<file path="config.mk">
export PLATFORM = sky130hd
export DESIGN_NAME = adder_operand_issue
export DESIGN_NICKNAME = d
export VERILOG_FILES = /design/src/rtl/adder_pkg.sv /design/src/rtl/opnd_fifo.sv /design/src/rtl/adder_operand_issue.sv
export SDC_FILE = /design/constraint.sdc
export NUM_CORES = 1
export LEC_CHECK = 0
export BUFFER_PORTS_ARGS = -buffer_cell sky130_fd_sc_hd__buf_2
export CAP_MARGIN = 20
export CORE_MARGIN = 8
export CORE_UTILIZATION = 55
export CTS_CLUSTER_DIAMETER = 80
export CTS_CLUSTER_SIZE = 28
export DETAILED_ROUTE_END_ITERATION = 8
export PLACE_DENSITY_LB_ADDON = 0.15
export SYNTH_ARGS = -nofsm -noshare
export SYNTH_HDL_FRONTEND = slang
export SYNTH_SLANG_ARGS = --single-unit
</file>
<file path="constraint.sdc">
create_clock -name clk -period 6.4 [get_ports clk]
set_input_delay 0.32 -clock clk [delete_from_list [all_inputs] [get_ports clk]]
set_output_delay 0.32 -clock clk [all_outputs]
set_load 0.03 [all_outputs]
</file>
<file path="src/rtl/adder_pkg.sv">
// rtl/adder_pkg.sv - shared widths, operand-triple type and carry helper for the adder issue stage
package adder_pkg;

    localparam int OPND_W        = 16;
    localparam int HALF_W        = 8;
    localparam int DEFAULT_DEPTH = 4;

    typedef struct packed {
        logic [OPND_W-1:0] a;
        logic [OPND_W-1:0] b;
        logic              cin;
    } opnd_t;

    // Carry out of the low half, i.e. the carry the MSB half will consume.
    function automatic logic lo_carry(input opnd_t op);
        logic [HALF_W:0] s;
        s = {1'b0, op.a[HALF_W-1:0]} + {1'b0, op.b[HALF_W-1:0]} + {{HALF_W{1'b0}}, op.cin};
        return s[HALF_W];
    endfunction

endpackage

</file>
<file path="src/rtl/opnd_fifo.sv">
// rtl/opnd_fifo.sv - DEPTH-entry synchronous operand FIFO with full/empty flags
module opnd_fifo
    import adder_pkg::*;
#(
    parameter int DEPTH = DEFAULT_DEPTH
) (
    input  logic  clk,
    input  logic  reset_b,
    input  logic  push,
    input  opnd_t wdata,
    input  logic  pop,
    output opnd_t rdata,
    output logic  full,
    output logic  empty
);

    localparam int PTR_W = $clog2(DEPTH);

    opnd_t            mem [DEPTH];
    logic [PTR_W-1:0] wr_ptr;
    logic [PTR_W-1:0] rd_ptr;
    logic [PTR_W:0]   count;
    logic             do_push;
    logic             do_pop;

    assign full    = (count == (PTR_W+1)'(DEPTH));
    assign empty   = (count == '0);
    assign do_push = push & ~full;
    assign do_pop  = pop & ~empty;
    assign rdata   = mem[rd_ptr];

    // Pointers wrap naturally because DEPTH is a power of two.
    always_ff @(posedge clk or negedge reset_b) begin
        if (!reset_b) begin
            wr_ptr <= '0;
            rd_ptr <= '0;
            count  <= '0;
        end else begin
            if (do_push) wr_ptr <= wr_ptr + PTR_W'(1);
            if (do_pop)  rd_ptr <= rd_ptr + PTR_W'(1);
            case ({do_push, do_pop})
                2'b10:   count <= count + (PTR_W+1)'(1);
                2'b01:   count <= count - (PTR_W+1)'(1);
                default: count <= count;
            endcase
        end
    end

    always_ff @(posedge clk) begin
        if (do_push) mem[wr_ptr] <= wdata;
    end

endmodule

</file>
<file path="src/rtl/adder_operand_issue.sv">
// rtl/adder_operand_issue.sv - operand issue stage with MSB-half clock-gate generation
module adder_operand_issue
    import adder_pkg::*;
#(
    parameter int DEPTH = DEFAULT_DEPTH,
    parameter int CNT_W = 16
) (
    input  logic              clk,
    input  logic              reset_b,
    input  logic              in_valid,
    output logic              in_ready,
    input  logic [OPND_W-1:0] in_a,
    input  logic [OPND_W-1:0] in_b,
    input  logic              in_cin,
    input  logic              issue_en,
    output logic [OPND_W-1:0] a_out,
    output logic [OPND_W-1:0] b_out,
    output logic              cin_out,
    output logic              CG,
    output logic              res_valid,
    output logic [CNT_W-1:0]  gated_cnt
);

    opnd_t             in_op;
    opnd_t             head;
    logic              full;
    logic              empty;
    logic              issue;
    logic              issue_q;
    logic              cg_pos;
    logic              need_hi;
    logic [2*HALF_W:0] head_hi;
    logic [2*HALF_W:0] hi_state;

    assign in_op    = '{a: in_a, b: in_b, cin: in_cin};
    assign in_ready = ~full;
    assign issue    = issue_en & ~empty;

    opnd_fifo #(.DEPTH(DEPTH)) u_fifo (
        .clk     (clk),
        .reset_b (reset_b),
        .push    (in_valid),
        .wdata   (in_op),
        .pop     (issue),
        .rdata   (head),
        .full    (full),
        .empty   (empty)
    );

    // The MSB half only needs a clock when its inputs differ from the last issued ones.
    assign head_hi = {head.a[OPND_W-1:HALF_W], head.b[OPND_W-1:HALF_W], lo_carry(head)};
    assign need_hi = (head_hi != hi_state);

    always_ff @(posedge clk or negedge reset_b) begin
        if (!reset_b) begin
            a_out     <= '0;
            b_out     <= '0;
            cin_out   <= 1'b0;
            issue_q   <= 1'b0;
            cg_pos    <= 1'b0;
            hi_state  <= '0;
            res_valid <= 1'b0;
            gated_cnt <= '0;
        end else begin
            res_valid <= issue_q;
            if (issue_q && !CG && (gated_cnt != '1))
                gated_cnt <= gated_cnt + CNT_W'(1);
            if (issue) begin
                a_out    <= head.a;
                b_out    <= head.b;
                cin_out  <= head.cin;
                issue_q  <= 1'b1;
                cg_pos   <= need_hi;
                hi_state <= head_hi;
            end else begin
                issue_q  <= 1'b0;
                cg_pos   <= 1'b0;
            end
        end
    end

    // Retimed on the falling edge so clk & CG cannot glitch.
    always_ff @(negedge clk or negedge reset_b) begin
        if (!reset_b) CG <= 1'b0;
        else          CG <= cg_pos;
    end

endmodule

</file>
==> impl_metrics.yaml, run 1 <==
power_and_ir_drop:
  irDropWorstVdd_uv: 245
  p_per_area_nw_per_um2: 496
  seqPwrFrac_pct: 42.4
  p_comb_share_pct: 34.2
  finalPower_mw: 4.41
  clockPowerShare_pct: 23.4
  switchingPower_mw: 1.55
  internal_power_mw: 2.86
  switching_share_pct: 35.1
  cellLeakagePower_nw: 3.57
global_route:
  grt.overflow.total: 0
  grt_antenna_before_repair: 1
  grt_pass1_wl_um: 23100
  track_usage_pct: 16.9
  grt_pass1_vias: 4441
  grt_max_degree: 61
sta:
  tns_ns: 0
  worst_slack_ns: 1.68
  setup_viol: 0
  finalHoldViolCount: 0
  rsz0062_at_grt: "false"
  slew_headroom_pct: 45.8
  worst_pin_slew_ns: 0.813
  finClkSkew_ns: 0.0246
  finalMaxSlewViolations: 0
logic_synthesis:
  yosys_warnings: 0
  ys_seq_elements: 193
  syn_inst: 479
  ys_seq_area_share_pct: 70.8
  synth_ff_type: "edfxtp_1"
  synth_nets: 531
  netlist_area_um2: 7750
  yosysUniqueCellTypes: 41
  synth.avg_cell_area_um2: 16.2
  synth_edf_count: 132
  async_flop_share_pct: 31.6
route:
  wl_um: 14300
  vias: 4136
  ant_nets: 0
  routed_via_density: 5.46
  wl_per_cell_um: 18.9
  dr.pass1.iters: 5
  drtIter0Drc: 298
  drc: 0
clocking:
  cts_root_buf: "clkbuf_16"
  clkTransAtPathRegs_ns: 0.07
  cts_resized: 0
  clk_path_buf_depth: 2
  clock-sinks: 193
  cts_buffers: 17
  cts_setup_buffers: 0
  clk_latency_ns: 0.42
  hold_buffers: 0
  htree_levels: 4
  cts_tree: "built"
layout:
  nNetsFinal: 616
  area_growth_pct: 14.5
  nFillCells: 1002
  layout-drive-gt1-share_pct: 28.4
  mostFrequentLayoutCell: "edfxtp_1"
  final_cell_mix: "132 x edfxtp_1, 110 x nand2_1, 88 x buf_2, 59 x dfrtp_1, 32 x mux4_2"
setup_path:
  cp.depth: 4
  worstPathArrival_ns: 5.03
  cp_slowest_cell: "a211oi_1"
  r2r_cells: 4
  critical_path_buf_inv_count: 0
  cp_top_family: "compound AO/OA/AOI/OAI gates"
  r2r_slack_ns: 1.68
  critPathKind: "flip-flop to flip-flop"
  cp_max_fo: 5
  rr_startpoint: "CG"
  critPathCapture: "gated_cnt[11]"
  start_kind: "flip-flop"
  critical_path_required_ns: 6.70
  critPathMaxStageDelay_ns: 0.53
  cp-startpoint: "CG"
  crit_path_end_kind: "flip-flop"
  reg2reg_to: "gated_cnt[11]"
  cp_cell_sequence: "nand2b_1, a211oi_1, nand4_1, xnor2_1"
placed_design:
  place_congestion: 0.736
  numPortBuffers: 88
  dp_slack_ns: 1.69
  dpl.hpwl_um: 9210
outcome:
  outcome: "finished clean"
floorplanning:
  rows: 43
  fp.dieArea_um2: 18100
  core_um2: 13800
  start_util_pct: 56.0
  ios: 89
  die_w_um: 135
  die_h_um: 135
job:
  maxCapViolCount: 0
worst_hold_path:
  hold_path.class: "input pin to flip-flop"
[how the worst min path moves through the flow]
stage	startpoint	to	slack, ns	cells after the start
2_1_floorplan	reset_b	a_out[0]	0.02	0
3_3_place_gp	issue_q	res_valid	0.39	0
3_5_place_dp	issue_q	res_valid	0.39	0
4_1_cts	in_b[5]	u_fifo.mem[3][6]	0.09	1
5_1_grt	in_b[13]	u_fifo.mem[1][14]	0.09	1
6_report	in_b[5]	u_fifo.mem[2][6]	0.11	1
[flip-flops by register name (all words and copies together) (netlist names)]
name / count
CG: 1
a_out: 16
b_out: 15
cg_pos: 1
cin_out: 1
gated_cnt: 16
hi_state: 2
issue_q: 1
res_valid: 1
u_fifo.count: 3
u_fifo.mem: 132
u_fifo.rd_ptr: 2
u_fifo.wr_ptr: 2
[power by group through the flow]
stage	Sequential, mW	Clock [mW]	Combinational [mW]
floorplan	1.97	0	1.10
global placement	1.87	0	1.52
detailed placement	1.90	0	1.54
CTS	1.87	1.06	1.54
global route	1.90	1.10	1.66
finish	1.87	1.03	1.51
[area by class of cell]
cell class | count | area, µm² | share of cell area, %
flip-flops and latches | 193 | 5490 | 61.9
repair buffers | 97 | 508 | 5.72
inverters | 8 | 30.0 | 0.338
multi-input cells | 247 | 2030 | 22.9
clock inverters | 15 | 159 | 1.79
clock buffers | 17 | 425 | 4.79
diodes | 1 | 2.50 | 0.0282
well taps | 180 | 225 | 2.54
[through the flow]
step                      utilization, %  hold slack (ns)  cell area, µm²  cells
after floorplan                        -           0.0244            7750    479
final                               64.2            0.108            8880    758
after CTS                           64.2           0.0893            8870    757
after detailed placement            59.9            0.389            8290    725
after global placement              59.9            0.393            8290    725
after global routing                64.2           0.0939            8870    757
[synthesized netlist by cell type (2+ instances only)]
library cell | number | share of area, %
edfxtp_1 | 132 | 51
nand2_1 | 110 | 5.3
dfrtp_1 | 60 | 19
mux4_2 | 32 | 9.3
xnor2_1 | 28 | 3.2
buf_4 | 17 | 1.6
ha_1 | 14 | 2.3
xor2_1 | 9 | 1.0
and3_1 | 8 | 0.65
nand4_1 | 8 | 0.65
clkbuf_1 | 7 | 0.34
inv_1 | 7 | 0.34
nor2_1 | 5 | 0.24
a21oi_1 | 4 | 0.26
buf_2 | 4 | 0.26
nand3_1 | 4 | 0.26
and4_1 | 3 | 0.34
nor2b_1 | 2 | 0.16
nor4_1 | 2 | 0.16
o21ai_0 | 2 | 0.13
[routing by layer]
layer,global-route usage [%],part of all wire [%]
met4,6.55,1.5
met2,28.8,51
met3,4.35,4.8
met5,0,0.056
met1,20.1,43
[cell families (layout without fill, tap and decap cells)]
kind of cell / after synthesis / count (layout) / share of synthesized area (%)
DFF: 193 / 193 / 70.8
and+or+nand+nor: 145 / 145 / 8.10
buffers and inverters: 39 / 137 / 3.08
xor gates and xnor gates: 37 / 37 / 4.18
muxes: 35 / 35 / 9.91
adders and majority gates: 15 / 15 / 2.52
AOI/OAI and AO/OA: 15 / 15 / 1.36
other: 0 / 1 / 0
No activity file was read; power rests on OpenSTA's default activity.
==> run 2, diff against run 1 <==
Clock period 6.4 ns to 4.5 ns, I/O delays scaled along.
==> run 2 against run 1 <==
Via count fell by 0.48%. Wire length up 1.7%. Power is 46% higher. Utilization grew 1.4 points. First-iteration DRC count down 9.7%. Critical path type unchanged. Largest cell class unchanged. Highest routed layer is now met4.
==> impl_metrics.yaml, run 2 (synthesis gave the netlist of run 1 again) <==
route:
  wl_per_cell_um: 18.9
  dr.pass1.iters: 4
  ant_nets: 0
  drc: 0
  routed_via_density: 5.35
  vias: 4116
  drtIter0Drc: 269
  wl_um: 14600
setup_path:
  cp_cell_sequence: "nand2b_1, a211oi_1, nand4_1, xnor2_1"
  crit_path_end_kind: "flip-flop"
  critPathKind: "flip-flop to flip-flop"
  critical_path_buf_inv_count: 0
  cp_max_fo: 5
  critical_path_required_ns: 4.81
  cp_top_family: "compound AO/OA/AOI/OAI gates"
  worstPathArrival_ns: 3.99
  cp_slowest_cell: "a211oi_1"
  start_kind: "flip-flop"
  critPathMaxStageDelay_ns: 0.46
sta:
  worst_pin_slew_ns: 0.928
  setup_viol: 0
  finalMaxSlewViolations: 0
  slew_headroom_pct: 38.1
  rsz0062_at_grt: "false"
  tns_ns: 0
  worst_slack_ns: 0.822
  whs_ns: 0.0166
  finalHoldViolCount: 0
  finClkSkew_ns: 0.0260
layout:
  mostFrequentLayoutCell: "edfxtp_1"
  regArea_um2: 5490
  layout-drive-gt1-share_pct: 27.3
  nFillCells: 981
  area_growth_pct: 17.0
  final_cell_mix: "132 x edfxtp_1, 110 x nand2_1, 88 x buf_2, 59 x dfrtp_1, 32 x mux4_2"
  nNetsFinal: 630
  multi_input_area_um2: 2030
  final_util_pct: 65.6
  largest_reg_flops: 132
  regMostFlops: "u_fifo.mem"
  reg_top3: "u_fifo.mem x132, a_out x16, gated_cnt x16"
placed_design:
  dpl.hpwl_um: 9510
  numPortBuffers: 88
  dp_slack_ns: 0.797
  place_congestion: 0.741
clocking:
  cts_buffers: 17
  htree_levels: 4
  cts_setup_buffers: 0
  clkTransAtPathRegs_ns: 0.06
  hold_buffers: 14
  clk_latency_ns: 0.42
  cts_resized: 0
  cts_root_buf: "clkbuf_16"
  clock-sinks: 193
  cts_tree: "built"
  clk_path_buf_depth: 2
floorplanning:
  start_util_pct: 56.0
  die_h_um: 135
  rows: 43
  fp.dieArea_um2: 18100
  die_w_um: 135
  core_um2: 13800
  ios: 89
global_route:
  track_usage_pct: 17.2
  grt_pass1_vias: 4476
  grt_antenna_before_repair: 1
  grt.overflow.total: 0
  grt_max_degree: 61
  grt_pass1_wl_um: 23400
worst_hold_path:
  hold_path.class: "input pin to asynchronous set/reset pin"
power_and_ir_drop:
  cellLeakagePower_nw: 3.65
  finalPower_mw: 6.42
  p_per_area_nw_per_um2: 709
  irDropWorstVdd_uv: 441
outcome:
  outcome: "finished clean"
job:
  maxCapViolCount: 0
run 2: cell types whose count changed in the layout (fill, tap and decap cells not counted), sizes merged:
cell         delta
bufinv          +3
clkbuf          +2
clkinv          -2
clkinvlp        -1
dlygate4sd3    +14
inv             -4
run 2: final cells by class:
type                            count  area share [%]
Tap cell                          180            2.48
Inverter                            8           0.331
Clock inverter                     11            2.08
Multi-Input combinational cell    247            22.4
Clock buffer                       19            4.89
Timing Repair Buffer              111            7.15
Sequential cell                   193            60.6
Antenna cell                        1          0.0276
run 2: power breakdown:
group          switching [mW]  total [mW]  internal [mW]
registers               0.304        2.69           2.39
clock network           0.602        1.59          0.992
logic                    1.27        2.14          0.871
total                    2.18        6.42           4.25
run 2: path summary, 6_finish.rpt:
path | from | to | slack (ns) | cells after the start
worst max-delay path | CG | gated_cnt[11] | 0.82 | 4
worst min-delay path | reset_b | gated_cnt[13] | 0.02 | 2
worst max register to register | CG | gated_cnt[11] | 0.82 | 4
worst min register to register | issue_q | res_valid | 0.41 | 0
max in group asynchronous | reset_b | CG | 2.62 | 1
min in group clk | in_b[6] | u_fifo.mem[2][7] | 0.02 | 1
run 2: layer usage:
metal / GRT usage, % / part of all wire (%)
met1: 20.5 / 43
met2: 29.1 / 52
met3: 4.61 / 4.5
met4: 6.80 / 1.4
met5: 0 / 0
run 2: through the flow:
stage | cells | cell area (µm²)
CTS | 769 | 9060
floorplan | 479 | 7750
detailed placement | 725 | 8290
global route | 770 | 9060
global placement | 725 | 8290
finish | 770 | 9060
==> run 3, diff against run 2 <==
Settings changed: ABC_AREA set to 1.
Clock period 4.5 ns to 3.4 ns, I/O delays scaled along.
==> run 3 against run 2 <==
The flow now finishes with violations (hold timing). Clock-buffer cell count rose by 7. Utilization rose by 0.23 points. First-iteration DRC count rose by 61%. Wire length rose by 14%. Power rose by 36%. Register-to-register slack got worse by 0.47 ns. Die area rose by 2.7%. Critical path depth rose by 3. Largest power group unchanged.
==> impl_metrics.yaml, run 3 <==
setup_path:
  worstPathArrival_ns: 3.36
  start_kind: "flip-flop"
  critical_path_required_ns: 3.71
  cp_max_fo: 7
  crit_path_end_kind: "flip-flop"
  critPathKind: "flip-flop to flip-flop"
logic_synthesis:
  netlist_area_um2: 7990
  synth_most_common_cell: "nand2_1"
  yosysUniqueCellTypes: 26
  synth_nets: 755
  synth_common_cells: "196 x nand2_1, 132 x edfxtp_1, 60 x dfrtp_1"
  synth.avg_cell_area_um2: 11.4
  synth_top_area_share_pct: 49.6
  ys_seq_area_share_pct: 68.8
  synth_ff_type: "edfxtp_1"
  synth_edf_count: 132
  yosys.area.top_type: "edfxtp_1"
  async_flop_share_pct: 31.6
  syn_inst: 703
  ys_top_cells_by_area: "edfxtp_1 50%, dfrtp_1 19%, nand2_1 9.2%, o21ai_0 3.4%, nand3_1 2.9%"
  ys_seq_elements: 193
  yosys_warnings: 0
global_route:
  grt_antenna_before_repair: 0
  grt_max_degree: 68
  grt_pass1_wl_um: 26700
  grt.overflow.total: 0
  grt_pass1_vias: 5235
  track_usage_pct: 19.0
power_and_ir_drop:
  clockPowerShare_pct: 22.9
  irDropWorstVdd_uv: 368
  switching_share_pct: 38.4
  cellLeakagePower_nw: 3.99
  seqPwrFrac_pct: 39.5
  p_comb_share_pct: 37.6
  internal_power_mw: 5.40
  p_per_area_nw_per_um2: 928
  switchingPower_mw: 3.37
worst_hold_path:
  hold_path.class: "input pin to asynchronous set/reset pin"
placed_design:
  numPortBuffers: 88
  placed_cell_area_um2: 8520
  place_congestion: 0.811
  dp_slack_ns: 0.301
  dpl.hpwl_um: 10200
  place_inst: 941
route:
  drc: 0
  wl_per_cell_um: 16.5
  drtIter0Drc: 434
  dr.pass1.iters: 5
  vias: 5211
  ant_nets: 0
  routed_via_density: 5.18
  wl_um: 16600
sta:
  slew_headroom_pct: 45.3
  whs_ns: -0.0225
  setup_viol: 0
  finalHoldViolCount: 21
  rsz0062_at_grt: "false"
  worst_slack_ns: 0.352
  finalMaxSlewViolations: 0
  finClkSkew_ns: 0.0268
  tns_ns: 0
  worst_pin_slew_ns: 0.820
layout:
  final_cell_mix: "196 x nand2_1, 132 x edfxtp_1, 88 x buf_2, 59 x dfrtp_1"
  instances_no_fill: 1006
  largest_reg_flops: 132
  fin_area_um2: 9450
  area_growth_pct: 18.4
  regMostFlops: "u_fifo.mem"
  antenna_cells: 0
  layout-drive-gt1-share_pct: 16.3
  reg_top3: "u_fifo.mem x132, a_out x16, gated_cnt x16"
  mostFrequentLayoutCell: "nand2_1"
  nNetsFinal: 861
  final_util_pct: 65.8
clocking:
  clk_latency_ns: 0.42
  cts_buffers: 17
  clkTransAtPathRegs_ns: 0.06
  cts_resized: 0
  clk_path_buf_depth: 2
  hold_buffers: 33
  htree_levels: 4
  cts_tree: "built"
  clock-sinks: 193
  cts_setup_buffers: 0
  cts_root_buf: "clkbuf_16"
floorplanning:
  die_w_um: 136
  core_um2: 14400
  start_util_pct: 55.6
  fp.dieArea_um2: 18600
  rows: 44
  ios: 89
  die_h_um: 136
outcome:
  violations: "hold timing"
  outcome: "finished, violations left"
job:
  maxCapViolCount: 0
run 3: cell types whose count changed in the layout (fill, tap and decap cells not counted), moves of 22 or more:
cell     delta
nor2_1     +49
xnor2_1    -22
inv_1      +23
nand2_1    +86
nand3_1    +42
o21ai_0    +52
mux4_2     -32
run 3: critical path, stage by stage (launching register included):
cell	delay, ns
dfrtn_1	0.33
nor2_1	0.10
nand2_1	0.16
nor2_1	0.24
nand2_1	0.07
nor2_1	0.15
nand2_1	0.09
xnor2_1	0.12
run 3: routing by layer:
metal	wire (µm)	up-vias	track usage (%)
li1	-	2585	-
met5	0	-	0
met2	8320	132	32.7
met3	968	19	4.22
met4	240	0	7.26
met1	7090	2475	22.7
run 3: cell type report:
type | count | area, µm²
Multi-Input combinational cell | 434 | 2150
Sequential cell | 193 | 5490
Inverter | 32 | 120
Timing Repair Buffer | 131 | 858
Fill cell | 1095 | 4920
Clock buffer | 26 | 499
Tap cell | 184 | 230
Clock inverter | 6 | 104
run 3: power groups by stage:
| stage | clock network, mW | logic (mW) | registers, mW |
|---|---|---|---|
| 3_3_place_gp | 0 | 3.22 | 3.48 |
| 3_5_place_dp | 0 | 3.30 | 3.51 |
| 6_report | 2.01 | 3.29 | 3.46 |
| 4_1_cts | 2.04 | 3.35 | 3.46 |
| 2_1_floorplan | 0 | 2.22 | 3.72 |
| 5_1_grt | 2.14 | 3.70 | 3.53 |
run 3: cells by family after synthesis:
family / count (synthesis) / share of synthesized area [%]
AOI/OAI and AO/OA: 76 / 5.14
xor gates and xnor gates: 26 / 2.85
adders and majority gates: 15 / 2.44
buffers and inverters: 76 / 4.64
DFF: 193 / 68.8
and+or+nand+nor: 317 / 16.2
run 3: worst paths after layout:
path	start	slack, ns	end	depth (start not counted)
worst min register to register	issue_q	0.38	res_valid	0
worst min-delay path	reset_b	-0.02	b_out[10]	2
worst max register to register	CG	0.35	gated_cnt[9]	7
max in group asynchronous	reset_b	2.11	CG	1
min in group clk	in_valid	0.32	u_fifo.wr_ptr[0]	3
worst max-delay path	CG	0.35	gated_cnt[9]	7
run 3: metrics by stage:
step / total power [mW] / hold WS (ns)
finish: 8.77 / -0.0225
global route: 9.37 / 0.0639
CTS: 8.85 / 0.0335
detailed placement: 6.80 / 0.365
global placement: 6.70 / 0.361
floorplan: 5.94 / -0.126
